## config.mk

```make
export PLATFORM = sky130hd
export DESIGN_NAME = dest_reg_bank
export DESIGN_NICKNAME = d
export VERILOG_FILES = /design/src/rtl/dest_pkg.sv /design/src/rtl/dest_nibble_reg.sv /design/src/rtl/dest_reg_bank.sv
export SDC_FILE = /design/constraint.sdc
export NUM_CORES = 1
export LEC_CHECK = 0
export CORE_MARGIN = 2
export CORE_UTILIZATION = 37
export CTS_BUF_LIST = sky130_fd_sc_hd__clkbuf_16
export DETAILED_ROUTE_END_ITERATION = 12
export PLACE_DENSITY_LB_ADDON = 0.08
export SYNTH_ARGS = -nofsm -noshare
export SYNTH_HDL_FRONTEND = slang
export SYNTH_SLANG_ARGS = --single-unit
```

## constraint.sdc

```tcl
create_clock -name CLK1 -period 1.15 [get_ports CLK1]
set_input_delay 0.2875 -clock CLK1 [delete_from_list [all_inputs] [get_ports CLK1]]
set_output_delay 0.2875 -clock CLK1 [all_outputs]
set_load 0.02 [all_outputs]
```

## src/rtl/dest_pkg.sv

```systemverilog
package dest_pkg;

  localparam int unsigned NIB_DEF   = 4;
  localparam logic [2:0]  MASK_FULL = 3'b111;

  typedef enum logic {
    FILL = 1'b0,
    FULL = 1'b1
  } state_t;

  // Position of the set bit in a one-hot select; only meaningful when one-hot.
  function automatic logic [1:0] onehot_to_idx(input logic [2:0] oh);
    logic [1:0] idx;
    idx = '0;
    for (int unsigned i = 0; i < 3; i++) begin
      if (oh[i]) idx = 2'(i);
    end
    return idx;
  endfunction

endpackage

```

## src/rtl/dest_nibble_reg.sv

```systemverilog
module dest_nibble_reg #(
  parameter int unsigned W = 4
) (
  input  logic         clk,
  input  logic         rst_n,
  input  logic         en,
  input  logic [W-1:0] d,
  output logic [W-1:0] q
);

  always_ff @(posedge clk or negedge rst_n) begin
    if (!rst_n)  q <= '0;
    else if (en) q <= d;
  end

endmodule

```

## src/rtl/dest_reg_bank.sv

```systemverilog
module dest_reg_bank
  import dest_pkg::*;
#(
  parameter int unsigned NIB = NIB_DEF
) (
  input  logic             CLK1,
  input  logic             RST_N,
  input  logic             LDD,
  input  logic [NIB-1:0]   D,
  input  logic             S0,
  input  logic             S1,
  input  logic             S2,
  input  logic             ACK,
  output logic [NIB-1:0]   R0,
  output logic [NIB-1:0]   R1,
  output logic [NIB-1:0]   R2,
  output logic [3*NIB-1:0] WORD,
  output logic             VALID,
  output logic             SEL_ERR,
  output logic             OVR
);

  state_t     state;
  logic [2:0] mask;
  logic [2:0] sel;
  logic       sel_ok;
  logic       load_req;
  logic       load_acc;
  logic [2:0] wr_en;
  logic [2:0] mask_set;

  assign sel      = {S2, S1, S0};
  assign sel_ok   = $onehot(sel);
  assign load_req = LDD & sel_ok;
  // An ACK in FULL frees the bank on the same edge, so that load is taken.
  assign load_acc = load_req & ((state == FILL) | ACK);
  assign mask_set = mask | sel;

  always_comb begin
    wr_en = '0;
    if (load_acc) wr_en = 3'b001 << onehot_to_idx(sel);
  end

  always_ff @(posedge CLK1 or negedge RST_N) begin
    if (!RST_N) begin
      state   <= FILL;
      mask    <= '0;
      SEL_ERR <= 1'b0;
      OVR     <= 1'b0;
    end else begin
      SEL_ERR <= LDD & ~sel_ok;
      OVR     <= load_req & (state == FULL) & ~ACK;
      case (state)
        FILL: begin
          if (load_acc) begin
            mask <= mask_set;
            if (mask_set == MASK_FULL) state <= FULL;
          end
        end
        FULL: begin
          if (ACK) begin
            mask  <= load_acc ? sel : '0;
            state <= FILL;
          end
        end
        default: begin
          state <= FILL;
          mask  <= '0;
        end
      endcase
    end
  end

  dest_nibble_reg #(.W(NIB)) u_r0 (
    .clk(CLK1), .rst_n(RST_N), .en(wr_en[0]), .d(D), .q(R0)
  );
  dest_nibble_reg #(.W(NIB)) u_r1 (
    .clk(CLK1), .rst_n(RST_N), .en(wr_en[1]), .d(D), .q(R1)
  );
  dest_nibble_reg #(.W(NIB)) u_r2 (
    .clk(CLK1), .rst_n(RST_N), .en(wr_en[2]), .d(D), .q(R2)
  );

  assign WORD  = {R2, R1, R0};
  assign VALID = (state == FULL);

endmodule

```

==> impl_metrics.yaml <==
status:
  status: "finished with violations"
  violations: "setup timing"
placement:
  io_buffers: 37
  dp_slack_ns: -1.31
  placed_area_um2: 1370
  routabilityCongestion: 0.793
  hpwl_um: 1410
cells_and_area:
  drive_above_1_share_pct: 67.7
  final_area_um2: 1440
  area_growth_pct: 61.2
  nFillCells: 190
  seqCellArea_um2: 450
  multi_input_area_um2: 400
  post-route-util_pct: 63.9
  num_antenna_cells: 0
  layout.nets: 137
global_routing:
  grt_overflow: 0
  grt_pass1_vias: 690
  grt_use_total_pct: 16.9
  grt_antenna_before_repair: 0
  grt_pass1_wl_um: 3390
  grt_max_degree: 19
setup_path:
  reg2reg_to: "u_r1.q[3]"
  r2r_slack_ns: -0.11
  required_ns: 1.28
  reg2reg_depth: 3
  critPathKind: "in2reg"
  arrival_ns: 1.73
  worstSetupEndpointType: "register"
  cp_max_fo: 4
  start_kind: "input port"
  reg2reg_from: "VALID"
clock_network:
  cts_tree: "built"
  htreeDepth: 1
  cts_root_buf: "clkbuf_16"
  clk_path_buf_depth: 2
  cts_hold_buf: 0
  clock-sinks: 18
  clk_pin_slew_ns: 0.05
  numCtsBuffers: 3
  clk_latency_ns: 0.24
timing:
  relSlewSlack_pct: 83.5
  rsz0062_at_grt: "true"
  finalCriticalPeriod_ns: 1.61
  fmax_ghz: 0.623
  timing_hold_violations_final: 0
  worst_hold_slack_ns: 0.403
  fin_worst_skew_ns: 0.00320
  finalMaxSlewViolations: 0
  setup-violations-final: 16
  worst_slack_ns: -0.455
  worst_pin_slew_ns: 0.245
  period_share_pct: 140
power_and_ir_drop:
  peakVddDrop_mv: 1.15
  power_density_nw_per_um2: 2090
  power.leakage_nw: 0.743
  total_power_mw: 3.01
synth:
  syn-num-nets: 82
  syn_inst: 70
  yosysUniqueCellTypes: 22
  synthesis.area_um2: 893
  ys_seq_area_share_pct: 50.4
  yosys_register_bits: 18
  yosys_warnings: 0
  syn_area_per_cell_um2: 12.8
detailed_routing:
  antenna_left: 0
  vias_per_cell: 4.64
  postRouteWirelength_um: 2020
  drtIter0Drc: 7
  wl_per_cell_um: 13.3
  wl_met2_um: 939
  met1Wirelength_um: 916
  drc: 0
  dr.max_layer_used: "met4"
  wl_met3_um: 158
  first_pass_iters: 4
  vias: 705
die:
  initial_core_util_pct: 39.6
  dieArea_um2: 2820
  coreArea_um2: 2250
  rows: 17
  die_h_um: 53.1
  die_x_um: 53.1
  ioPinCount: 38
worst_hold_path:
  hp-class: "in2async"
flow_run:
  max-cap-violations: 0
## cells by family (layout without fill, tap and decap cells)
group | after synthesis | count (layout) | synth area share, %
AND/OR/NAND/NOR | 14 | 14 | 11.5
flip-flops | 18 | 18 | 50.4
multiplexers | 12 | 12 | 16.8
AO/OA/AOI/OAI | 8 | 8 | 6.02
buffers and inverters | 17 | 71 | 13.0
adder cells (fa/ha/maj) | 1 | 1 | 2.24
## cells in the mapped netlist
master	n	area share [%]
nor2b_1	1	0.70
nand2_1	1	0.42
nand2b_4	1	1.5
and3b_1	1	0.98
o22ai_1	1	0.70
a31oi_1	1	0.70
o41ai_1	1	0.98
and4_4	1	1.3
nand4_4	1	2.4
a21oi_1	2	1.1
nand3_1	1	0.56
inv_1	4	1.7
fa_1	1	2.2
dfrtp_1	18	50
buf_4	12	10
a21boi_0	1	0.84
nand3_2	1	1.1
a22oi_1	2	1.7
buf_6	1	1.3
mux2_4	4	6.7
mux2_2	8	10
nor2_1	6	2.5
## power by group
group          internal, mW  total (mW)  switching, mW  leakage, nW
clock network         0.461       0.678          0.217       0.0385
registers             0.839        1.01          0.170        0.221
logic                 0.644        1.32          0.681        0.483
total                  1.94        3.01           1.07        0.743
## per-layer routing
metal  track usage, %  vias up
met1             23.6      337
met3             1.69        2
li1                 -      343
met2             27.5       23
met5                0        -
met4             5.13        0
## layout make-up
class | count | share of cell area [%]
Sequential cell | 18 | 31.3
Timing Repair Buffer | 63 | 31.7
Tap cell | 28 | 2.43
Inverter | 4 | 1.30
Clock inverter | 1 | 0.261
Clock buffer | 3 | 5.21
Multi-Input combinational cell | 35 | 27.8
## stage by stage
stage | std cells | setup TNS (ns)
final | 152 | -6.39
after global placement | 141 | -21.86
after floorplan | 70 | -8.68
after detailed placement | 141 | -23.10
after global routing | 152 | -7.61
after CTS | 152 | -7.31
## state kept, by name, indices dropped and copies added, names as in the netlist
register and flops:
SEL_ERR 1, u_r1.q 4, u_r2.q 4, VALID 1
u_r0.q 4, mask 3, OVR 1
## layout by cell type (no fill, tap or decap), types with 2 or more instances in the layout
cell type and n:
inv_2 2, buf_4 25, clkdlybuf4s50_1 7, dfrtp_1 18
nor2_1 6, buf_2 26, clkbuf_16 3, buf_6 2
mux2_4 12, a22oi_2 2
## worst max-delay path by stage
stage,to,start,slack (ns)
after floorplan,u_r1.q[0],S2,-0.70
after global placement,u_r1.q[1],S2,-1.24
after detailed placement,u_r1.q[1],S2,-1.31
after CTS,u_r1.q[3],S2,-0.51
after global routing,u_r1.q[0],S2,-0.53
final,u_r1.q[3],S2,-0.46
## critical path, stage by stage
cell        delay [ns]
buf_8             0.08
clkinvlp_4        0.07
fa_1              0.44
and3b_2           0.27
and4_4            0.28
mux2_4            0.31
## repair_timing
| action | in CTS | in global routing |
|---|---|---|
| gates resized for setup | 133 | 5 |
| setup buffers | 7 | 0 |
| setup endpoints to repair | 45 | 20 |
| pin swaps | 5 | 3 |
(Power assumes the default switching activity.)
